==> src/rtl/sillyfunction_vector_runner.sv <==
// Purpose: steps {a,b,c} through 000..111, samples y after a settle delay, and tallies mismatches against EXPECTED.
// Latency: 8*(SETTLE_CYCLES+2) cycles from start acceptance to the done pulse. Backpressure: none; start is sampled only in IDLE and is not queued.
module sillyfunction_vector_runner #(
    parameter int          SETTLE_CYCLES = 2,
    parameter logic [7:0]  EXPECTED      = 8'h31
) (
    input  logic       clk,
    input  logic       reset_n,
    input  logic       start,
    input  logic       y,
    output logic       a,
    output logic       b,
    output logic       c,
    output logic       busy,
    output logic       done,
    output logic       pass,
    output logic [3:0] err_count,
    output logic [2:0] first_fail
);

    localparam logic [2:0] ST_IDLE   = 3'd0;
    localparam logic [2:0] ST_APPLY  = 3'd1;
    localparam logic [2:0] ST_SETTLE = 3'd2;
    localparam logic [2:0] ST_SAMPLE = 3'd3;
    localparam logic [2:0] ST_DONE   = 3'd4;

    localparam logic [3:0] SETTLE_LOAD = 4'(SETTLE_CYCLES - 1);

    logic [2:0] state_q, state_d;
    logic [2:0] idx_q, idx_d;
    logic [3:0] cnt_q, cnt_d;
    logic [2:0] abc_q, abc_d;
    logic [3:0] err_q, err_d;
    logic [2:0] ff_q, ff_d;
    logic       pass_q, pass_d;

    always_comb begin
        state_d = state_q;
        idx_d   = idx_q;
        cnt_d   = cnt_q;
        abc_d   = abc_q;
        err_d   = err_q;
        ff_d    = ff_q;
        pass_d  = pass_q;
        case (state_q)
            ST_IDLE: begin
                if (start) begin
                    state_d = ST_APPLY;
                    idx_d   = 3'd0;
                    err_d   = 4'd0;
                    pass_d  = 1'b0;
                end
            end
            ST_APPLY: begin
                abc_d   = idx_q;
                cnt_d   = SETTLE_LOAD;
                state_d = ST_SETTLE;
            end
            ST_SETTLE: begin
                if (cnt_q == 4'd0) begin
                    state_d = ST_SAMPLE;
                end else begin
                    cnt_d = cnt_q - 4'd1;
                end
            end
            ST_SAMPLE: begin
                // At most eight increments per run, so four bits never wrap.
                if (y != EXPECTED[idx_q]) begin
                    err_d = err_q + 4'd1;
                    if (err_q == 4'd0) begin
                        ff_d = idx_q;
                    end
                end
                if (idx_q == 3'd7) begin
                    state_d = ST_DONE;
                end else begin
                    idx_d   = idx_q + 3'd1;
                    state_d = ST_APPLY;
                end
            end
            ST_DONE: begin
                pass_d  = (err_q == 4'd0);
                state_d = ST_IDLE;
            end
            default: state_d = ST_IDLE;
        endcase
    end

    always_ff @(posedge clk or negedge reset_n) begin
        if (!reset_n) begin
            state_q <= ST_IDLE;
            idx_q   <= 3'd0;
            cnt_q   <= 4'd0;
            abc_q   <= 3'd0;
            err_q   <= 4'd0;
            ff_q    <= 3'd0;
            pass_q  <= 1'b0;
        end else begin
            state_q <= state_d;
            idx_q   <= idx_d;
            cnt_q   <= cnt_d;
            abc_q   <= abc_d;
            err_q   <= err_d;
            ff_q    <= ff_d;
            pass_q  <= pass_d;
        end
    end

    assign a          = abc_q[2];
    assign b          = abc_q[1];
    assign c          = abc_q[0];
    assign busy       = (state_q == ST_APPLY) || (state_q == ST_SETTLE) || (state_q == ST_SAMPLE);
    assign done       = (state_q == ST_DONE);
    assign pass       = pass_q;
    assign err_count  = err_q;
    assign first_fail = ff_q;

endmodule

==> config.mk <==
export PLATFORM = sky130hd
export DESIGN_NAME = sillyfunction_vector_runner
export DESIGN_NICKNAME = d
export VERILOG_FILES = /design/src/rtl/sillyfunction_vector_runner.sv
export SDC_FILE = /design/constraint.sdc
export NUM_CORES = 1
export LEC_CHECK = 0
export BUFFER_PORTS_ARGS = -buffer_cell sky130_fd_sc_hd__buf_2
export CAP_MARGIN = 20
export CELL_PAD_IN_SITES_DETAIL_PLACEMENT = 1
export CELL_PAD_IN_SITES_GLOBAL_PLACEMENT = 1
export CORE_ASPECT_RATIO = 1.75
export CORE_MARGIN = 10
export CORE_UTILIZATION = 35
export CTS_BUF_LIST = sky130_fd_sc_hd__clkbuf_8
export DETAILED_ROUTE_END_ITERATION = 10
export PLACE_DENSITY = 0.62
export SYNTH_ARGS = -nofsm -noshare
export SYNTH_HDL_FRONTEND = slang
export SYNTH_SLANG_ARGS = --single-unit
==> constraint.sdc <==
create_clock -name clk -period 2.29 [get_ports clk]
set_input_delay 0.458 -clock clk [delete_from_list [all_inputs] [get_ports clk]]
set_output_delay 0.458 -clock clk [all_outputs]
set_load 0.01 [all_outputs]
==> flow_metrics.tcl <==
set metrics [dict create \
    number_of_antenna_violations_at_the_first_check_in_global_routing 0 \
    grt_pass1_vias 928 \
    synthesis.yosys.warnings 0 \
    numPlacedInstances 163 \
    ys_seq_elements 21 \
    clock-sinks 21 \
    power-per-cell-area_nw_per_um2 1315 \
    final.hold.worst_slack_ns 0.1377 \
    power_mw 1.721 \
    share_of_the_synthesized_area_in_the_top_cell_type_pct 45.36 \
    p_leak_nw 0.6429 \
    grt_start_max_net_pins 22 \
    initial_core_utilization_pct 36.49 \
    drtPass1Iterations 4 \
    cp_data_arrival_time_ns 1.97 \
    required_ns 2.45 \
    synth_enable_flop_cells 0 \
    post_cts_hold_buffer_count 0 \
    cp-start-kind "flop" \
    multiInputGateArea_um2 565.5 \
    top_level_ports 17 \
    synth_largest_area_cell "sky130_fd_sc_hd__dfrtp_1" \
    max-vdd-ir-drop_uv 560.6 \
    top_post_synthesis_cells_by_area "sky130_fd_sc_hd__dfrtp_1 45%, sky130_fd_sc_hd__ha_1 7.6%, sky130_fd_sc_hd__mux2_2 6.8%" \
    criticalPathCategory "flop to flop" \
    finalHoldViolCount 0 \
    grt_pass1_wl_mm 4.409 \
    synth_area_um2 1159 \
    placement.io_buffers 16 \
    layout.filler_cells 384 \
    clock.fmax_mhz 552.1 \
    globalRoute.totalOverflow 0 \
    h-tree-depth 1 \
    design.core.area_um2 3176 \
    rsz0062_at_grt "false" \
    sequential_cell_area_um2 525.5 \
    dp_hpwl_mm 1.998 \
    synthesis.instances 107 \
    antenna_cells_inserted 0 \
    fp.dieArea_um2 6102 \
    timing.slew.headroom_pct 64.66 \
    die_width_um 63.49 \
    synthesis.nets 118 \
    remaining_drc_errors 0 \
    routed_wire_length_per_instance_um 15.20 \
    seq_area_frac_synth_pct 45.36 \
    fin_util_pct 41.21 \
    slew_at_the_pin_closest_to_its_max_slew_limit_ns 0.5228 \
    totalNegativeSetupSlack_ns 0 \
    route.vias.total 857 \
    stdcell_area_um2 1309 \
    fraction_of_synthesis_flops_using_an_asynchronous_set_or_reset_pin_pct 100.0 \
    run_status "finished clean" \
    setup_slack_ns 0.4787 \
    placementRows 27 \
    dpl_cell_area_um2 1262 \
    cts.reportedPaths.clkPinSlew_ns 0.08 \
    final.setup_skew_ns 0.002556 \
    clock_latency_ns 0.27 \
    synth.lib_cells_used.distinct 30 \
    final_nets 136 \
    place_congestion 0.7452 \
    cts_buffers 3 \
    synth.cells.most_frequent "21 x sky130_fd_sc_hd__dfrtp_1, 10 x sky130_fd_sc_hd__nor2_1, 8 x sky130_fd_sc_hd__inv_1" \
    via_per_inst 5.132 \
    maxCapViolCount 0 \
    hp-class "input pin to asynchronous set/reset pin" \
    synthFlopType "sky130_fd_sc_hd__dfrtp_1" \
    tritoncts "built" \
    layout-drive-gt1-share_pct 26.61 \
    timing.critical_path.to_type "flop" \
    fraction_of_the_cycle_the_final_worst_path_needs_pct 79.10 \
    post_cts_buffers 0 \
    globalRouteTotalUtil_pct 9.130 \
    synthToLayoutAreaGrowth_pct 12.96 \
    drt.antenna.violating_nets 0 \
    timing_max_transition_violations_final 0 \
    chipHeight_um 96.11 \
    avgSynthCellArea_um2 10.83 \
    report.final.setup_viol 0 \
    detailedRoute.firstIterationViolations 6 \
    final_cell_count_no_fill 167 \
    cts-resized-gates 0 \
    post-place-ws_ns 0.4644 \
    buffer_depth_of_the_longest_clock_path 2 \
    wirelength_mm 2.539 \
    final.min_clock_period_ns 1.811 \
    yosysMostFrequentCell "sky130_fd_sc_hd__dfrtp_1" \
    cts.root.buffer_cell "sky130_fd_sc_hd__clkbuf_8" \
    largest_fanout_on_the_critical_path 5 \
]
[cell families after synthesis]
logic type | after synthesis | synth area share (%)
XOR/XNOR | 4 | 3.024
buffers and inverters | 12 | 5.831
AO/OA/AOI/OAI | 16 | 10.15
adder cells (fa/ha/maj) | 7 | 7.559
multiplexers | 10 | 10.26
flip-flops | 21 | 45.36
AND/OR/NAND/NOR | 37 | 17.82
[layout by cell type (no fill, tap or decap), types with 3 or more instances in the layout]
cell / count
sky130_fd_sc_hd__nor2_1: 10
sky130_fd_sc_hd__o211ai_1: 3
sky130_fd_sc_hd__nor3b_1: 4
sky130_fd_sc_hd__ha_1: 7
sky130_fd_sc_hd__nand2_1: 5
sky130_fd_sc_hd__buf_2: 16
sky130_fd_sc_hd__mux2_2: 7
sky130_fd_sc_hd__dfrtp_1: 21
sky130_fd_sc_hd__nor3_1: 4
sky130_fd_sc_hd__nand3_1: 6
sky130_fd_sc_hd__clkbuf_8: 3
sky130_fd_sc_hd__inv_1: 8
sky130_fd_sc_hd__o21ai_0: 3
[state kept, by name (all words and copies together), names as in the netlist]
name / flops
cnt_q: 4
err_count: 4
abc_q: 3
first_fail: 3
idx_q: 3
state_q: 3
pass: 1
[final cells by class]
cell class / count / area share [%]
multi-input cells: 74 / 43.21
well taps: 43 / 4.111
clock buffers: 3 / 3.155
flip-flops and latches: 21 / 40.15
inverters: 8 / 2.294
repair buffers: 17 / 6.692
clock inverters: 1 / 0.3824
[metal layers]
layer  global-route usage (%)  vias up  wire, um
met5                        0        -         0
met4                    4.945        0        67
met1                    8.705      434       899
met3                    2.209        5        89
met2                    17.51       11      1483
li1                         -      407         -
[worst max-delay path: stages (launching register included)]
cell and delay [ns]:
sky130_fd_sc_hd__dfrtp_1 0.44, sky130_fd_sc_hd__inv_1 0.08, sky130_fd_sc_hd__ha_1 0.14, sky130_fd_sc_hd__nor2_1 0.05
sky130_fd_sc_hd__nor3_1 0.42, sky130_fd_sc_hd__o211ai_1 0.24, sky130_fd_sc_hd__mux2_2 0.32
[where the power goes]
group / switching (mW) / internal (mW)
Clock: 0.126 / 0.122
Sequential: 0.177 / 0.517
Combinational: 0.381 / 0.398
Total: 0.684 / 1.04
[final timing paths]
| path | start | end | slack (ns) | cells after the start |
|---|---|---|---|---|
| min reg2reg | abc_q[2] | abc_q[2] | 0.50 | 1 |
| min in group clk | abc_q[2] | abc_q[2] | 0.50 | 1 |
| min | reset_n | state_q[1] | 0.14 | 1 |
| max reg2reg | idx_q[0] | first_fail[0] | 0.48 | 6 |
| max in group asynchronous | reset_n | idx_q[2] | 1.83 | 1 |
| max | idx_q[0] | first_fail[0] | 0.48 | 6 |
Power figures use the tool's default switching activity.
